$ cat config.mk
export PLATFORM = sky130hd
export DESIGN_NAME = fetch_hazard_ctrl
export DESIGN_NICKNAME = d
export VERILOG_FILES = /design/src/rtl/fetch_hazard_ctrl.sv
export SDC_FILE = /design/constraint.sdc
export NUM_CORES = 1
export LEC_CHECK = 0
export ABC_CLOCK_PERIOD_IN_PS = 4550
export BUFFER_PORTS_ARGS = -buffer_cell sky130_fd_sc_hd__buf_2
export CORE_MARGIN = 10
export CORE_UTILIZATION = 47
export CTS_CLUSTER_SIZE = 16
export DETAILED_ROUTE_END_ITERATION = 12
export PLACE_DENSITY_LB_ADDON = 0.25
export SETUP_SLACK_MARGIN = 0.15
export SYNTH_ARGS = -nofsm -noshare
export SYNTH_HDL_FRONTEND = slang
export SYNTH_SLANG_ARGS = --single-unit
$ cat constraint.sdc
create_clock -name CPUCLK -period 4.55 [get_ports CPUCLK]
set_clock_uncertainty 0.1 [all_clocks]
set_input_delay 0.91 -clock CPUCLK [delete_from_list [all_inputs] [get_ports CPUCLK]]
set_output_delay 0.91 -clock CPUCLK [all_outputs]
set_load 0.1 [all_outputs]
$ cat src/rtl/fetch_hazard_ctrl.sv
`default_nettype none
// ============================================================================
// Module   : fetch_hazard_ctrl
// Purpose  : Fetch/pipeline sequencing control. Resolves load-use stalls,
//            MEM-stage branch redirects and debug halt/single-step into PC
//            stall, redirect and per-stage flush/stall controls, and keeps
//            saturating stall/flush statistics.
// Revision : 1.0 - initial release
// ============================================================================
module fetch_hazard_ctrl #(
    parameter int CNT_W = 16,
    parameter int REG_W = 5
) (
    input  logic             CPUCLK,
    input  logic             reset,
    input  logic [REG_W-1:0] id_rs,
    input  logic [REG_W-1:0] id_rt,
    input  logic             id_uses_rt,
    input  logic             ex_mem_read,
    input  logic [REG_W-1:0] ex_rt,
    input  logic             mem_branch_taken,
    input  logic [31:0]      mem_branch_target,
    input  logic             dbg_halt_req,
    input  logic             dbg_step,
    output logic             pc_stall,
    output logic             branch_confirm,
    output logic [31:0]      branch_addr,
    output logic             ifid_stall,
    output logic             ifid_flush,
    output logic             idex_flush,
    output logic             exmem_flush,
    output logic             halted,
    output logic [CNT_W-1:0] stall_count,
    output logic [CNT_W-1:0] flush_count
);

    localparam logic [1:0] c_RUN     = 2'd0;
    localparam logic [1:0] c_LDSTALL = 2'd1;
    localparam logic [1:0] c_HALT    = 2'd2;
    localparam logic [1:0] c_STEP    = 2'd3;

    localparam logic [CNT_W-1:0] c_CNT_MAX = '1;

    logic [1:0]       r_state;
    logic [1:0]       w_state_nxt;
    logic [CNT_W-1:0] r_stall_count;
    logic [CNT_W-1:0] r_flush_count;

    logic             w_luh;
    logic             w_pc_stall;
    logic             w_ifid_stall;
    logic             w_ifid_flush;
    logic             w_idex_flush;
    logic             w_exmem_flush;
    logic             w_branch_confirm;
    logic [31:0]      w_branch_addr;

    // A load in EX whose destination is a live source of the ID instruction.
    // r0 is hardwired zero, so it never creates a dependency.
    assign w_luh = ex_mem_read && (ex_rt != '0) &&
                   ((ex_rt == id_rs) || (id_uses_rt && (ex_rt == id_rt)));

    // Next-state and control decode; branch overrides everything, reset gates all.
    always_comb begin
        w_state_nxt      = r_state;
        w_pc_stall       = 1'b0;
        w_ifid_stall     = 1'b0;
        w_ifid_flush     = 1'b0;
        w_idex_flush     = 1'b0;
        w_exmem_flush    = 1'b0;
        w_branch_confirm = 1'b0;
        w_branch_addr    = 32'd0;

        case (r_state)
            c_RUN: begin
                if (w_luh) begin
                    w_pc_stall   = 1'b1;
                    w_ifid_stall = 1'b1;
                    w_idex_flush = 1'b1;
                    w_state_nxt  = c_LDSTALL;
                end
                if (dbg_halt_req && !mem_branch_taken) begin
                    w_state_nxt = c_HALT;
                end else if (mem_branch_taken) begin
                    w_state_nxt = c_RUN;
                end
            end
            c_LDSTALL: begin
                // The stalled instruction re-issues here; the load has moved on.
                w_state_nxt = (dbg_halt_req && !mem_branch_taken) ? c_HALT : c_RUN;
            end
            c_HALT: begin
                w_pc_stall   = 1'b1;
                w_ifid_stall = 1'b1;
                w_idex_flush = 1'b1;
                if (!dbg_halt_req) begin
                    w_state_nxt = c_RUN;
                end else if (dbg_step) begin
                    w_state_nxt = c_STEP;
                end
            end
            default: begin
                // STEP: one released fetch; a load-use costs this cycle only.
                if (w_luh) begin
                    w_pc_stall   = 1'b1;
                    w_ifid_stall = 1'b1;
                    w_idex_flush = 1'b1;
                end
                w_state_nxt = dbg_halt_req ? c_HALT : c_RUN;
            end
        endcase

        if (mem_branch_taken) begin
            w_branch_confirm = 1'b1;
            w_branch_addr    = mem_branch_target;
            w_ifid_flush     = 1'b1;
            w_idex_flush     = 1'b1;
            w_exmem_flush    = 1'b1;
            w_pc_stall       = 1'b0;
            w_ifid_stall     = 1'b0;
        end

        if (reset) begin
            w_pc_stall       = 1'b0;
            w_ifid_stall     = 1'b0;
            w_ifid_flush     = 1'b0;
            w_idex_flush     = 1'b0;
            w_exmem_flush    = 1'b0;
            w_branch_confirm = 1'b0;
            w_branch_addr    = 32'd0;
        end
    end

    // Sequencer state and saturating statistics counters.
    always_ff @(posedge CPUCLK or posedge reset) begin
        if (reset) begin
            r_state       <= c_RUN;
            r_stall_count <= '0;
            r_flush_count <= '0;
        end else begin
            r_state <= w_state_nxt;
            if (w_pc_stall && (r_stall_count != c_CNT_MAX)) begin
                r_stall_count <= r_stall_count + 1'b1;
            end
            if (w_branch_confirm && (r_flush_count != c_CNT_MAX)) begin
                r_flush_count <= r_flush_count + 1'b1;
            end
        end
    end

    assign pc_stall       = w_pc_stall;
    assign ifid_stall     = w_ifid_stall;
    assign ifid_flush     = w_ifid_flush;
    assign idex_flush     = w_idex_flush;
    assign exmem_flush    = w_exmem_flush;
    assign branch_confirm = w_branch_confirm;
    assign branch_addr    = w_branch_addr;
    assign halted         = (r_state == c_HALT) || (r_state == c_STEP);
    assign stall_count    = r_stall_count;
    assign flush_count    = r_flush_count;

endmodule
`default_nettype wire

==> results.json, run 1 <==
{
  "status": "completed",
  "layout.cells.non_filler": 395,
  "worst_setup_path_end_kind": "output pin",
  "synth.top_cell.area_share_pct": 40.7,
  "synth_largest_area_cell": "dfrtp_1",
  "dpl.hpwl_um": 4860,
  "worstPathRequired_ns": 3.54,
  "diodes": 0,
  "port_buffers": 124,
  "period_needed_ns": 3.64,
  "clock_path_buffers": 2,
  "syn-num-nets": 277,
  "synth_seq_cells": 34,
  "worst_pin_slew_ns": 0.706,
  "die_area_um2": 7520,
  "vias": 1930,
  "postLayoutCellArea_um2": 2840,
  "cap_viol_max_count": 0,
  "first_pass_iters": 4,
  "seq_area_um2": 851,
  "setup-violations-final": 0,
  "grt_pass1_vias": 2027,
  "fin_nets": 402,
  "drtIter0Drc": 62,
  "critPathLaunchType": "input port",
  "cts_setup_buffers": 0,
  "grt_max_degree": 39,
  "yosysWarningCount": 0,
  "die_h_um": 86.7,
  "antenna_found_initial": 0,
  "power_density_nw_per_um2": 454,
  "wl_per_cell_um": 15.0,
  "start_util_pct": 48.4,
  "syn_area_um2": 2090,
  "max_freq_mhz": 275,
  "hold_class": "flip-flop to flip-flop",
  "finalHoldViolCount": 0,
  "post_synth.cell_area_avg_um2": 9.63,
  "finalPower_uw": 1290,
  "drc_errors": 0,
  "syn_to_final_growth_pct": 35.7,
  "hold_start": "flush_count[15]$_DFFE_PP0P_",
  "grt_use_total_pct": 15.3,
  "place_area_um2": 2740,
  "dieWidth_um": 86.7,
  "crit_fanout": 4,
  "io_pins": 125,
  "arrival_ns": 2.63,
  "overflow": 0,
  "core_area_um2": 4320,
  "power.leakage_uw": 0.00154,
  "nFillCells": 402,
  "multi_input_area_um2": 1160,
  "cts_resized": 0,
  "finalWirelength_um": 5920,
  "cts_hold_buf": 0,
  "reg2regPathDepth": 7,
  "rr_endpoint": "stall_count[1]$_DFFE_PP0P_",
  "cts.reportedPaths.clkPinSlew_ns": 0.07,
  "reg2reg_setup_slack_ns": 2.20,
  "dp.cells": 387,
  "hold_end": "flush_count[15]$_DFFE_PP0P_",
  "relSlewSlack_pct": 52.9,
  "grt_first_pass_wirelength_um": 9560,
  "worstSkewPairLatency_ns": 0.28,
  "drive_above_1_share_pct": 41.1,
  "critPathKind": "input port to output pin",
  "fin_util_pct": 65.6,
  "routabilityCongestion": 0.769,
  "htree_num_levels": 2,
  "cts_tree": "done",
  "final-max-slew-violation-count": 0,
  "ir_drop_uv": 685,
  "cts-root-buf": "clkbuf_8",
  "cts_num_sinks": 34,
  "r2r_start": "r_state[1]$_DFFE_PP0P_",
  "synth_cell_types": 40,
  "cts_buffers": 5,
  "holdPathStages": 1,
  "tns_ns": 0,
  "avgViaCountPerCell": 4.89,
  "ys_seq_area_share_pct": 40.7,
  "period_share_pct": 80.0,
  "ant_nets": 0,
  "row_count": 24,
  "synthCells": 217,
  "yosys-top-cells-area": "dfrtp_1, xnor2_1, and2_1",
  "final_common_cell": "buf_2",
  "final_cell_mix": "buf_2, dfrtp_1, and2_1",
  "rsz0062_at_grt": "false"
}
-- state kept, by name, summed over array words and instances (netlist names) --
register     count
flush_count     16
stall_count     16
r_state          2
-- metal layers --
layer | GRT usage [%] | share of wire (%) | vias up
met5 | 0 | 0 | -
met4 | 3.53 | 0.57 | 0
met3 | 5.72 | 5.9 | 5
met2 | 27.3 | 53 | 49
met1 | 16.7 | 41 | 887
li1 | - | - | 989
-- report_power, final --
group | internal (uW) | leakage (uW) | switching [uW] | total [uW]
clock network | 122 | 0.0000472 | 108 | 229
registers | 345 | 0.000454 | 57.8 | 402
logic | 124 | 0.00104 | 531 | 656
total | 591 | 0.00154 | 697 | 1290
-- area by class of cell --
type | instances | share of cell area [%]
timing repair buffer | 126 | 22.4
clock buffer | 6 | 2.91
sequential | 34 | 30.0
inverter | 8 | 1.06
multi-input combinational | 167 | 40.9
tap | 52 | 2.29
clock inverter | 2 | 0.441
-- cell families (layout without fill, tap and decap cells) --
group | count (synthesis) | in the layout | share of synthesized area [%]
AO/OA/AOI/OAI | 17 | 17 | 6.52
flip-flops | 34 | 34 | 40.7
adder cells (fa/ha/maj) | 6 | 6 | 3.59
AND/OR/NAND/NOR | 103 | 103 | 28.0
XOR/XNOR | 39 | 39 | 16.3
buffers and inverters | 16 | 142 | 3.77
multiplexers | 2 | 2 | 1.08
-- stage by stage --
stage | hold WS (ns) | setup slack, ns
after floorplan | 0.410 | 0.184
after global placement | 0.377 | 0.923
after detailed placement | 0.381 | 0.906
after CTS | 0.398 | 0.900
after global routing | 0.420 | 0.831
final | 0.396 | 0.909
-- synth_stat cells (all sizes together) --
library cell,number
a21oi,3
a31oi,2
a32o,1
a32oi,1
and2,32
and3,6
and4,2
buf,4
clkbuf,4
dfrtp,34
ha,6
inv,8
mux2,2
nand2,9
nand3,15
nand3b,1
nand4,12
nor2,13
nor2b,1
nor3,4
nor3b,1
nor4,2
o2111ai,1
o211ai,1
o21ai,4
o21bai,1
o22ai,1
o2bb2ai,1
o31a,1
or2,2
or3,1
or4,2
xnor2,23
xor2,16
-- worst max-delay path by stage --
stage,slack (ns),from,end,depth (start not counted)
2_1_floorplan,0.18,ex_rt[3],idex_flush,5
3_3_place_gp,0.92,ex_rt[3],idex_flush,7
3_5_place_dp,0.91,ex_rt[3],idex_flush,7
4_1_cts,0.90,ex_rt[0],idex_flush,7
5_1_grt,0.83,ex_rt[3],idex_flush,7
6_report,0.91,ex_rt[0],idex_flush,7
-- critical path: stages --
cell	delay (ns)
buf_2	0.14
xor2_1	0.17
nor4_2	0.29
a32oi_2	0.20
or3_1	0.37
a21oi_1	0.12
buf_2	0.44
Note: power is estimated with default switching activity, not from simulation.
==> run 2, diff against run 1 <==
--- a/config.mk
+++ b/config.mk
@@ -5,10 +5,11 @@
 export SDC_FILE = /design/constraint.sdc
 export NUM_CORES = 1
 export LEC_CHECK = 0
-export ABC_CLOCK_PERIOD_IN_PS = 4550
+export ABC_AREA = 1
+export ABC_CLOCK_PERIOD_IN_PS = 3050
 export BUFFER_PORTS_ARGS = -buffer_cell sky130_fd_sc_hd__buf_2
 export CORE_MARGIN = 10
-export CORE_UTILIZATION = 47
+export CORE_UTILIZATION = 42
 export CTS_CLUSTER_SIZE = 16
 export DETAILED_ROUTE_END_ITERATION = 12
 export PLACE_DENSITY_LB_ADDON = 0.25
==> constraint.sdc (replaced) <==
create_clock -name CPUCLK -period 3.05 [get_ports CPUCLK]
set_clock_uncertainty 0.1 [all_clocks]
set_input_delay 0.61 -clock CPUCLK [delete_from_list [all_inputs] [get_ports CPUCLK]]
set_output_delay 0.61 -clock CPUCLK [all_outputs]
set_load 0.1 [all_outputs]
==> results.json, run 2 <==
{
  "max_freq_mhz": 388,
  "arrival_ns": 1.87,
  "crit_buf_inv": 3,
  "cts_setup_buffers": 0,
  "relSlewSlack_pct": 48.3,
  "ant_nets": 0,
  "worstSkewPairLatency_ns": 0.29,
  "cpMostUsedCell": "inv_1",
  "final-max-slew-violation-count": 0,
  "syn_to_final_growth_pct": 32.0,
  "crit_path_cell_trace": "inv_1 > ha_1 > inv_1 > nand3_2 > a31oi_2 > buf_2",
  "io_pins": 125,
  "worst_pin_slew_ns": 0.776,
  "grt_use_total_pct": 14.4,
  "setup-violations-final": 0,
  "synth.most_common_cell": "nand2_1",
  "vias": 2714,
  "cp_slowest_cell": "buf_2",
  "critPathLaunchType": "flip-flop",
  "cts_hold_buf": 0,
  "async_flop_share_pct": 100,
  "ys_seq_area_share_pct": 32.9,
  "reg2regPathDepth": 9,
  "port_buffers": 124,
  "synthCells": 385,
  "post_synth.cell_area_avg_um2": 6.71,
  "start_util_pct": 43.4,
  "period_share_pct": 84.5,
  "antenna_found_initial": 0,
  "synth_common_cells": "nand2_1, nor2_1, inv_1, dfrtp_1, nand3_1",
  "synth_largest_area_cell": "dfrtp_1",
  "dieWidth_um": 98.4,
  "first_pass_iters": 4,
  "cap_viol_max_count": 0,
  "ir_drop_uv": 668,
  "cp.depth": 6,
  "drc_errors": 0,
  "cts_num_sinks": 34,
  "slowest_delay_ns": 0.46,
  "crit_family": "buffers and inverters",
  "grt_first_pass_wirelength_um": 12000,
  "synth.top_cell.area_share_pct": 32.9,
  "cts.reportedPaths.clkPinSlew_ns": 0.07,
  "fin_util_pct": 57.2,
  "synth_edf_count": 0,
  "clock_path_buffers": 2,
  "rr_endpoint": "stall_count[1]$_DFFE_PP0P_",
  "finalHoldViolCount": 0,
  "die_h_um": 98.4,
  "worstPathRequired_ns": 2.34,
  "rsz0062_at_grt": "false",
  "row_count": 28,
  "seq_area_um2": 851,
  "synth_seq_cells": 34,
  "critPathKind": "flip-flop to output pin",
  "r2r_start": "r_state[0]$_DFFE_PP0P_",
  "overflow": 0,
  "nFillCells": 581,
  "final_common_cell": "nand2_1",
  "reg2reg_setup_slack_ns": 1.20,
  "die_area_um2": 9690,
  "power.leakage_uw": 0.00200,
  "worst_setup_path_end_kind": "output pin",
  "synth-main-ff-cell": "dfrtp_1",
  "power_density_nw_per_um2": 615,
  "hold_class": "flip-flop to flip-flop",
  "period_needed_ns": 2.58,
  "finalWirelength_um": 7440,
  "cp-endpoint": "idex_flush",
  "syn_area_um2": 2580,
  "cts_resized": 0,
  "final_cell_mix": "nand2_1, buf_2, nor2_1",
  "drtIter0Drc": 67,
  "cts-root-buf": "clkbuf_8",
  "yosysWarningCount": 0,
  "routabilityCongestion": 0.841,
  "layout.cells.non_filler": 579,
  "grt_max_degree": 38,
  "synth_cell_types": 27,
  "wl_per_cell_um": 12.8,
  "avgViaCountPerCell": 4.69,
  "grt_pass1_vias": 2626,
  "htree_num_levels": 2,
  "drive_above_1_share_pct": 33.7,
  "dpl.hpwl_um": 5920,
  "cts_tree": "done",
  "diodes": 0,
  "core_area_um2": 5960,
  "syn-num-nets": 445,
  "fin_nets": 564,
  "dp.cells": 572,
  "setup.worst_path.start": "r_state[0]$_DFFE_PP0P_",
  "tns_ns": 0,
  "multi_input_area_um2": 1490,
  "crit_fanout": 4,
  "yosys-top-cells-area": "dfrtp_1, nand2_1, nor2_1",
  "cts_buffers": 5,
  "status": "completed"
}
## run 2: worst min-delay path by stage
stage | startpoint | end | slack (ns) | depth (start not counted)
2_1_floorplan | r_state[1]$_DFFE_PP0P_ | r_state[1]$_DFFE_PP0P_ | 0.40 | 2
3_3_place_gp | stall_count[15]$_DFFE_PP0P_ | stall_count[15]$_DFFE_PP0P_ | 0.37 | 2
3_5_place_dp | flush_count[5]$_DFFE_PP0P_ | flush_count[5]$_DFFE_PP0P_ | 0.38 | 1
4_1_cts | flush_count[5]$_DFFE_PP0P_ | flush_count[5]$_DFFE_PP0P_ | 0.40 | 1
5_1_grt | flush_count[15]$_DFFE_PP0P_ | flush_count[15]$_DFFE_PP0P_ | 0.42 | 1
6_report | flush_count[5]$_DFFE_PP0P_ | flush_count[5]$_DFFE_PP0P_ | 0.39 | 1
## run 2: power by group
group	internal, uW	switching (uW)
logic	204	868
registers	514	77.9
clock network	262	172
total	980	1120
## run 2: area by class of cell
| cell class | instances | area share (%) |
|---|---|---|
| Multi-Input combinational cell | 287 | 43.7 |
| Timing Repair Buffer | 128 | 20.0 |
| Sequential cell | 34 | 25.0 |
| Inverter | 48 | 5.29 |
| Clock buffer | 6 | 2.42 |
| Tap cell | 75 | 2.75 |
| Clock inverter | 1 | 0.881 |
## run 2: layer usage
metal | wire length (um) | GRT usage, %
met3 | 392 | 4.12
met2 | 3940 | 26.0
met1 | 2990 | 16.0
met4 | 112 | 4.08
met5 | 0 | 0
## run 2: cell families (layout without fill, tap and decap cells)
group                    after synthesis  count (layout)  share of synthesized area [%]
adder cells (fa/ha/maj)                6               6                           2.91
AO/OA/AOI/OAI                          6               6                           1.21
flip-flops                            34              34                           32.9
AND/OR/NAND/NOR                      252             252                           44.0
buffers and inverters                 64             183                           11.1
XOR/XNOR                              23              23                           7.80
## run 2: metrics by stage
stage / area, um^2 / worst slack [ns] / hold WS (ns) / power (uW)
floorplan: 2630 / 0.0185 / 0.403 / 1490
global placement: 3300 / 0.502 / 0.373 / 1660
detailed placement: 3300 / 0.462 / 0.384 / 1680
CTS: 3410 / 0.454 / 0.396 / 2110
global route: 3410 / 0.358 / 0.418 / 2210
finish: 3410 / 0.473 / 0.390 / 2100
